===== config.mk =====
export PLATFORM = sky130hd
export DESIGN_NAME = hack_cpu_flat
export DESIGN_NICKNAME = d
export VERILOG_FILES = /design/src/rtl/hack_pkg.sv /design/src/rtl/hack_cpu_if.sv /design/src/rtl/hack_alu.sv /design/src/rtl/hack_cpu.sv /design/src/flat_wrapper.sv
export SDC_FILE = /design/constraint.sdc
export NUM_CORES = 1
export LEC_CHECK = 0
export CORE_UTILIZATION = 54
export DETAILED_ROUTE_END_ITERATION = 12
export GPL_ROUTABILITY_DRIVEN = 0
export HOLD_SLACK_MARGIN = 0.15
export PLACE_DENSITY = 0.89
export SETUP_SLACK_MARGIN = 0.02
export SLEW_MARGIN = 30
export SYNTH_ARGS = -nofsm -noshare
export SYNTH_HDL_FRONTEND = slang
export SYNTH_SLANG_ARGS = --single-unit

===== constraint.sdc =====
create_clock -name clk -period 10.9 [get_ports clk]
set_input_delay 2.18 -clock clk [delete_from_list [all_inputs] [get_ports clk]]
set_output_delay 2.18 -clock clk [all_outputs]
set_load 0.03 [all_outputs]

===== src/rtl/hack_pkg.sv =====
// ============================================================================
// Module   : hack_pkg
// Brief    : Shared widths, instruction field indices and jump codes for the
//            Hack CPU core.
// Revision : 1.0
// ============================================================================
`default_nettype none

package hack_pkg;

  localparam int WIDTH = 16;

  localparam int INSTR_TYPE = 15;
  localparam int A_BIT      = 12;
  localparam int COMP_HI    = 11;
  localparam int COMP_LO    = 6;
  localparam int DEST_HI    = 5;
  localparam int DEST_LO    = 3;
  localparam int JUMP_HI    = 2;
  localparam int JUMP_LO    = 0;

  localparam logic [2:0] JNULL = 3'b000;
  localparam logic [2:0] JGT   = 3'b001;
  localparam logic [2:0] JEQ   = 3'b010;
  localparam logic [2:0] JGE   = 3'b011;
  localparam logic [2:0] JLT   = 3'b100;
  localparam logic [2:0] JNE   = 3'b101;
  localparam logic [2:0] JLE   = 3'b110;
  localparam logic [2:0] JMP   = 3'b111;

  typedef struct packed {
    logic zx;
    logic nx;
    logic zy;
    logic ny;
    logic f;
    logic no;
  } alu_ctrl_t;

  function automatic logic jump_taken(input logic [2:0] j, input logic zr,
                                      input logic ng);
    return (j[2] & ng) | (j[1] & zr) | (j[0] & ~ng & ~zr);
  endfunction

endpackage

`default_nettype wire


===== src/rtl/hack_cpu_if.sv =====
// ============================================================================
// Module   : hack_cpu_if
// Brief    : Instruction-ROM / data-RAM / debug bus of the Hack CPU core.
// Revision : 1.0
// ============================================================================
`default_nettype none

interface hack_cpu_if;
  import hack_pkg::*;

  logic [WIDTH-1:0] inM;
  logic [WIDTH-1:0] instruction;
  logic [WIDTH-1:0] outM;
  logic             writeM;
  logic [WIDTH-1:0] addressM;
  logic [WIDTH-1:0] pcaddr;
  logic [WIDTH-1:0] D_reg_out;
  logic [WIDTH-1:0] A_reg_out;

  // CPU side
  modport master (
    input  inM, instruction,
    output outM, writeM, addressM, pcaddr, D_reg_out, A_reg_out
  );

  // Memory / observer side
  modport slave (
    output inM, instruction,
    input  outM, writeM, addressM, pcaddr, D_reg_out, A_reg_out
  );

endinterface

`default_nettype wire


===== src/rtl/hack_alu.sv =====
// ============================================================================
// Module   : hack_alu
// Brief    : Combinational Hack ALU with zero and negative flags.
// Revision : 1.0
// ============================================================================
`default_nettype none

module hack_alu
  import hack_pkg::*;
(
  input  wire logic [WIDTH-1:0] i_x,
  input  wire logic [WIDTH-1:0] i_y,
  input  wire alu_ctrl_t        i_ctrl,
  output logic      [WIDTH-1:0] o_out,
  output logic                  o_zr,
  output logic                  o_ng
);

  logic [WIDTH-1:0] w_x0;
  logic [WIDTH-1:0] w_x1;
  logic [WIDTH-1:0] w_y0;
  logic [WIDTH-1:0] w_y1;
  logic [WIDTH-1:0] w_f;

  always_comb begin
    w_x0  = i_ctrl.zx ? '0 : i_x;
    w_x1  = i_ctrl.nx ? ~w_x0 : w_x0;
    w_y0  = i_ctrl.zy ? '0 : i_y;
    w_y1  = i_ctrl.ny ? ~w_y0 : w_y0;
    w_f   = i_ctrl.f ? (w_x1 + w_y1) : (w_x1 & w_y1);
    o_out = i_ctrl.no ? ~w_f : w_f;
    o_zr  = (o_out == '0);
    o_ng  = o_out[WIDTH-1];
  end

endmodule

`default_nettype wire


===== src/rtl/hack_cpu.sv =====
// ============================================================================
// Module   : hack_cpu
// Brief    : Single-cycle 16-bit Hack CPU: A/D/PC registers, decode and jump.
// Revision : 1.0
// ============================================================================
`default_nettype none

module hack_cpu
  import hack_pkg::*;
(
  input  wire logic clk,
  input  wire logic reset,
  hack_cpu_if.master bus
);

  logic [WIDTH-1:0] r_a;
  logic [WIDTH-1:0] r_d;
  logic [WIDTH-1:0] r_pc;

  logic             w_is_c;
  logic [WIDTH-1:0] w_y;
  logic [WIDTH-1:0] w_alu_out;
  logic             w_zr;
  logic             w_ng;
  logic [2:0]       w_dest;
  logic             w_jump;
  logic             w_unused_bits;

  assign w_is_c        = bus.instruction[INSTR_TYPE];
  assign w_y           = bus.instruction[A_BIT] ? bus.inM : r_a;
  assign w_unused_bits = ^bus.instruction[14:13];

  hack_alu u_alu (
    .i_x    (r_d),
    .i_y    (w_y),
    .i_ctrl (alu_ctrl_t'(bus.instruction[COMP_HI:COMP_LO])),
    .o_out  (w_alu_out),
    .o_zr   (w_zr),
    .o_ng   (w_ng)
  );

  // An A-instruction's low bits alias the dest/jump fields, so gate them off.
  assign w_dest = w_is_c ? bus.instruction[DEST_HI:DEST_LO] : 3'b000;
  assign w_jump = w_is_c & jump_taken(bus.instruction[JUMP_HI:JUMP_LO], w_zr, w_ng);

  always_ff @(posedge clk) begin
    if (!reset) begin
      r_a  <= '0;
      r_d  <= '0;
      r_pc <= '0;
    end else begin
      if (!w_is_c) begin
        r_a <= bus.instruction;
      end else if (w_dest[2]) begin
        r_a <= w_alu_out;
      end
      if (w_dest[1]) begin
        r_d <= w_alu_out;
      end
      r_pc <= w_jump ? r_a : (r_pc + 1'b1);
    end
  end

  assign bus.outM      = w_alu_out;
  assign bus.writeM    = reset & w_dest[0];
  assign bus.addressM  = r_a;
  assign bus.pcaddr    = r_pc;
  assign bus.A_reg_out = r_a;
  assign bus.D_reg_out = r_d;

endmodule

`default_nettype wire


===== src/flat_wrapper.sv =====
// flat-port wrapper written by rule: the top's interface ports become plain ports
module hack_cpu_flat import hack_pkg::*;
  (clk, reset, bus_inM, bus_instruction, bus_outM, bus_writeM, bus_addressM, bus_pcaddr, bus_D_reg_out, bus_A_reg_out);
  hack_cpu_if bus_i ();
  input  wire logic clk;
  input  wire logic reset;
  input wire logic [$bits(bus_i.inM)-1:0] bus_inM;
  input wire logic [$bits(bus_i.instruction)-1:0] bus_instruction;
  output wire logic [$bits(bus_i.outM)-1:0] bus_outM;
  output wire logic [$bits(bus_i.writeM)-1:0] bus_writeM;
  output wire logic [$bits(bus_i.addressM)-1:0] bus_addressM;
  output wire logic [$bits(bus_i.pcaddr)-1:0] bus_pcaddr;
  output wire logic [$bits(bus_i.D_reg_out)-1:0] bus_D_reg_out;
  output wire logic [$bits(bus_i.A_reg_out)-1:0] bus_A_reg_out;
  assign bus_i.inM = bus_inM;
  assign bus_i.instruction = bus_instruction;
  assign bus_outM = bus_i.outM;
  assign bus_writeM = bus_i.writeM;
  assign bus_addressM = bus_i.addressM;
  assign bus_pcaddr = bus_i.pcaddr;
  assign bus_D_reg_out = bus_i.D_reg_out;
  assign bus_A_reg_out = bus_i.A_reg_out;
  hack_cpu u_core (.clk(clk), .reset(reset), .bus(bus_i));
endmodule

## After elaboration in Yosys (flattened, before gate mapping)

Index checks and enable logic that the tools add are counted.

- Register bits: 48
- Output and inout port bits: 81

- Add/subtract/negate cells: 2
- Eq/ne operators: 1
- Muxes and demuxes: 11
- Bitwise gates (word level): 14
- Reductions and logical operators: 2

Operators with widths:

| kind | count |
|---|---|
| $mux W16 | 8 |
| $not A16 Y16 | 3 |
| $mux W15 | 2 |
| $add A16 B1 Y16 const B | 1 |
| $add A16 B16 Y16 | 1 |
| $and A16 B16 Y16 | 1 |
| $logic_not A16 Y1 | 1 |
| $and A1 B1 Y1 | 6 |
| $mux W3 | 1 |
| $ne A2 B1 Y1 const B | 1 |
| $not A1 Y1 | 2 |
| $or A1 B1 Y1 | 2 |
| $reduce_and A2 Y1 | 1 |

## Depth between registers and ports, before layout

- Depth after elaboration: 14
- Depth in mapped cells: 20
- Depth with buffers taken out: 17

## Hierarchy

A second synthesis with hierarchy kept.

- Cell total of the unflattened synthesis: 510
- Area, all modules: 4159.0 sq um

Modules (own cells, without submodules):

| module | instances | cells each | area an instance (sq um) | seq. area each (sq um) |
|---|---|---|---|---|
| hack_cpu | 1 | 275 | 2407.3 | 960.9 |
| hack_alu | 1 | 235 | 1751.7 | 0.0 |

## Worst setup path after synthesis

OpenSTA, ideal clock, no wires.

- Path kind: in2out
- Start: in bus_instruction[12]
- End: out bus_outM[15]
- Data arrival time: 5.628 ns
- Data required time: 8.720 ns
- Setup slack: 3.092 ns
- Cell stages on the path: 14
- Buffers on the path: 3
- Cell sequence: clkbuf_1 > clkbuf_1 > mux2i_1 > nor2_1 > xor2_1 > ha_1 > inv_1 > o311a_1 > a21oi_2 > nor3_1 > or4_1 > o311ai_0 > xor2_1 > buf_4

- Longest elaborated chain between the ends: 8

Ends and longest elaborated chain:

| item | line | RTL |
|---|---|---|
| start: declaration | flat_wrapper.sv:8 | `input wire logic [$bits(bus_i.instruction)-1:0] bus_instruction;` |
| $mux W16 * | hack_cpu.sv:30 | `assign w_y = bus.instruction[A_BIT] ? bus.inM : r_a;` |
| $mux W16 * | hack_alu.sv:28 | `w_y0 = i_ctrl.zy ? '0 : i_y;` |
| $not A16 Y16 | hack_alu.sv:29 | `w_y1 = i_ctrl.ny ? ~w_y0 : w_y0;` |
| $mux W16 * | hack_alu.sv:29 |  |
| $add A16 B16 Y16 / $and A16 B16 Y16 (equally long branches) | hack_alu.sv:30 | `w_f = i_ctrl.f ? (w_x1 + w_y1) : (w_x1 & w_y1);` |
| $mux W16 * | hack_alu.sv:30 |  |
| $not A16 Y16 | hack_alu.sv:31 | `o_out = i_ctrl.no ? ~w_f : w_f;` |
| $mux W16 * | hack_alu.sv:31 |  |
| end: declaration | flat_wrapper.sv:9 | `output wire logic [$bits(bus_i.outM)-1:0] bus_outM;` |

Mark *: on every way between the ends. The rest lies on a longest branch, timed or not.

## Worst setup path after layout

- Start: in bus_instruction[8]
- End: out bus_outM[14]

- Longest elaborated chain between the ends: 5

Ends and longest elaborated chain:

| item | line |
|---|---|
| $mux W16 * | hack_alu.sv:29 |
| $add A16 B16 Y16 / $and A16 B16 Y16 (equally long branches) | hack_alu.sv:30 |
| $mux W16 * | hack_alu.sv:30 |
| $not A16 Y16 | hack_alu.sv:31 |
| $mux W16 * | hack_alu.sv:31 |

Marks and branches as above.

==> impl_results.md <==
* Status: finished, final reports clean
* Worst path cell trace: clkdlybuf4s50_1 > xor2_1 > ha_1 > inv_1 > fa_1 > and2b_4 > o2111ai_2 > a211oi_2 > o311ai_0 > a211o_1 > o211ai_1 > xor2_1 > clkdlybuf4s50_1
* Multi-input gate area at 3010 um2
* Hold Buf Count CTS at 0
* Pleak at 2.22 nW
* Area growth syn-to-layout at 25.2%
* Worst VDD drop at 0.0794 mV
* Mapped Nets at 588
* Num rows at 32
* Count of final hold-check violations at 0
* DRC at 0
* # clock sinks at 48
* Power Total at 0.769 mW
* Pre-CTS setup slack at 1.59 ns
* Min-delay src: u_core.bus.D_reg_out[8]$_SDFFE_PN0P_
* Storage element area at 961 um2
* Vias per inst at 5.74
* Detail Placement HPWL at 8650 um
* Layout cells sized above 1 at 5.25%
* NumNets Final at 661
* Area contributors post-synth: dfxtp_1, mux2i_1, nand2_1
* Crit-path max cell delay at 1.10 ns
* Core area at 7730 um2
* Reg2reg start: u_core.bus.A_reg_out[0]$_SDFFE_PN0P_
* R2R Setup Slk at 6.11 ns
* Drt wl/cell at 16.5 um
* Grt ovf at 0
* RSZ-0062 raised after global routing: false
* First-pass GRT wire length at 19000 um
* ANT cells at 0
* TritonCTS buffer count at 5
* Layout Cells excl Fill at 712
* Crit-path slowest cell: clkdlybuf4s50_1
* Chip Height at 91.3 um
* Count of cell types in the netlist at 59
* Critical path data required time at 8.72 ns
* Minimum setup slack in the final design at 1.89 ns
* Via count at 4087
* WP data arrival at 6.83 ns
* Cell area power density at 143 nW/um2
* Asr flop ratio synth at 0%
* Post-CTS setup buffer count at 0
* Period utilization at 82.7%
* Endpoint, Worst Hold: u_core.bus.D_reg_out[8]$_SDFFE_PN0P_
* Slew Viols, Final at 0
* Max-slew headroom at 34.6%
* Tightest Pin Transition at 0.978 ns
* H-tree Lvls at 2
* Synth warn at 0
* Reg clk slew, reported paths at 0.10 ns
* Post-Synthesis Cells at 536
* CTS tree: done
* Total Wirelength at 11700 um
* Die ar. at 8340 um2
* Clock Skew at 0.00819 ns
* Initial antenna violation count at 0
* Synth Area per Inst at 8.04 um2
* Antenna-violating nets left at 0
* Area leader, netlist: dfxtp_1
* Post-CTS sizing at 0
* Dpl cells at 704
* Port bufs at 114
* Starting density of the core at 55.8%
* Crit path kind: input port to output port
* Top_reg_cell synth: dfxtp_1
* Final setup vio count at 0
* Initial DRC count at 355
* Reg2Reg Depth at 16
* Worst-Skew Late Latency at 0.31 ns
* Max Fanout on Critical Path at 17
* GRT Overall Usage at 27.9%
* Vias in the first global route at 3860
* Fmax at 111 MHz
* EDFF count, synth at 0
* Synth Cell Area at 4310 um2
* Startpoint Class: input port
* Clock root buffer: clkbuf_8
* Post-synthesis sequential area ratio at 22.3%
* Buffer depth of the longest clock path at 2
* Post-route minimum period at 9.01 ns
* 1st-pass router iterations at 5
* Fillers at 581
* Io pins at 115
* Yosys reg bits at 48
* Max-cap viol count at 0
* Pin count of the biggest net entering global routing at 66
* Top-area cell type share of the netlist area at 22.3%
* Hold Path Class: register to register
* Setup crit end kind: output port
* Hold Path Cell Cnt at 2
* Die Span X at 91.3 um
* Setup TNS at 0 ns
* RR Endpoint: u_core.bus.pcaddr[7]$_SDFF_PN0_
## stage by stage
stage | instance area [um2] | util, % | hold WS [ns]
after global routing | 5400 | 69.8 | 0.519
after CTS | 5410 | 70.0 | 0.491
after detailed placement | 5290 | 68.4 | 0.478
final | 5400 | 69.8 | 0.485
after floorplan | 4310 | - | 0.597
after global placement | 5290 | 68.4 | 0.470
## Yosys cell counts (all sizes together) (3+ instances only)
library cell,count
clkbuf,26
o211a,13
nor2,35
buf,24
o211ai,4
a21oi,15
a31oi,3
nand4,3
or3,3
or4,4
nand2,94
dfxtp,48
mux2i,53
nand3,11
xor2,27
o21ai,9
nand3b,5
and2,4
nor3,7
a22oi,3
nor2b,7
ha,17
o31ai,4
inv,11
xnor2,36
a21boi,17
and3,5
nand2b,21
## critical path, delay by kind of cell
family,cells,cell delay [ns]
buf+inv,3,1.93
compound gates,5,1.14
xor+xnor,2,0.65
fa+ha+maj,2,0.63
simple gates,1,0.29
## registers in the layout, indices dropped and copies added, names as in the netlist
name                  count
u_core.bus.A_reg_out     16
u_core.bus.D_reg_out     16
u_core.bus.pcaddr        16
## worst max-delay path by stage
stage | start | end | slack (ns)
floorplan | bus_instruction[12] | bus_outM[15] | 3.09
global placement | bus_instruction[12] | bus_outM[14] | 1.74
detailed placement | bus_instruction[12] | bus_outM[14] | 1.59
CTS | bus_instruction[12] | bus_outM[14] | 1.58
global route | bus_instruction[8] | bus_outM[14] | 1.67
finish | bus_instruction[8] | bus_outM[14] | 1.89
## logic make-up (layout without fill, tap and decap cells)
family / count (synthesis) / count (layout) / share of synthesized area [%]
compound gates: 88 / 88 / 16.5
xor+xnor: 63 / 63 / 13.0
fa+ha+maj: 18 / 18 / 5.40
buf+inv: 61 / 135 / 7.96
flops: 48 / 48 / 22.3
mux: 54 / 54 / 12.6
simple gates: 204 / 204 / 22.3
## cells in the final DEF, fill, tap and decap left out, types with 3 or more instances in the layout
cell type / count
o21ai_0: 8
and3_1: 5
or3_1: 3
xnor2_1: 36
a21oi_1: 12
inv_1: 10
nand2_1: 94
nand3b_1: 5
nand2b_1: 21
clkbuf_8: 6
ha_1: 17
nand4_1: 3
mux2i_1: 53
nor2_1: 35
a21oi_2: 3
buf_4: 3
nor2b_1: 7
and2_1: 4
clkdlybuf4s50_1: 110
a22oi_1: 3
xor2_1: 26
nor3_1: 7
buf_2: 3
o31ai_1: 4
nand3_1: 11
a21boi_0: 17
o211ai_1: 4
o211a_1: 13
dfxtp_1: 48
## power breakdown
group          total [mW]  switching [mW]  internal [mW]  leakage [nW]
clock network       0.142          0.0664         0.0752        0.0614
logic               0.416           0.245          0.171          1.76
registers           0.212          0.0197          0.192         0.395
## area by class of cell
class | count | share of cell area, %
multi-input combinational | 427 | 55.7
timing repair buffer | 116 | 21.1
sequential | 48 | 17.8
tap | 102 | 2.36
clock buffer | 6 | 1.53
inverter | 11 | 0.765
clock inverter | 2 | 0.719
## routing by layer
layer | vias to the layer above | global-route usage (%) | share of wire, %
met5 | - | 0 | 0
met2 | 177 | 47.1 | 47
li1 | 1970 | - | -
met1 | 1914 | 36.4 | 44
met4 | 0 | 10.2 | 2.3
met3 | 26 | 3.35 | 6.4
No activity file was read; power rests on OpenSTA's default activity.
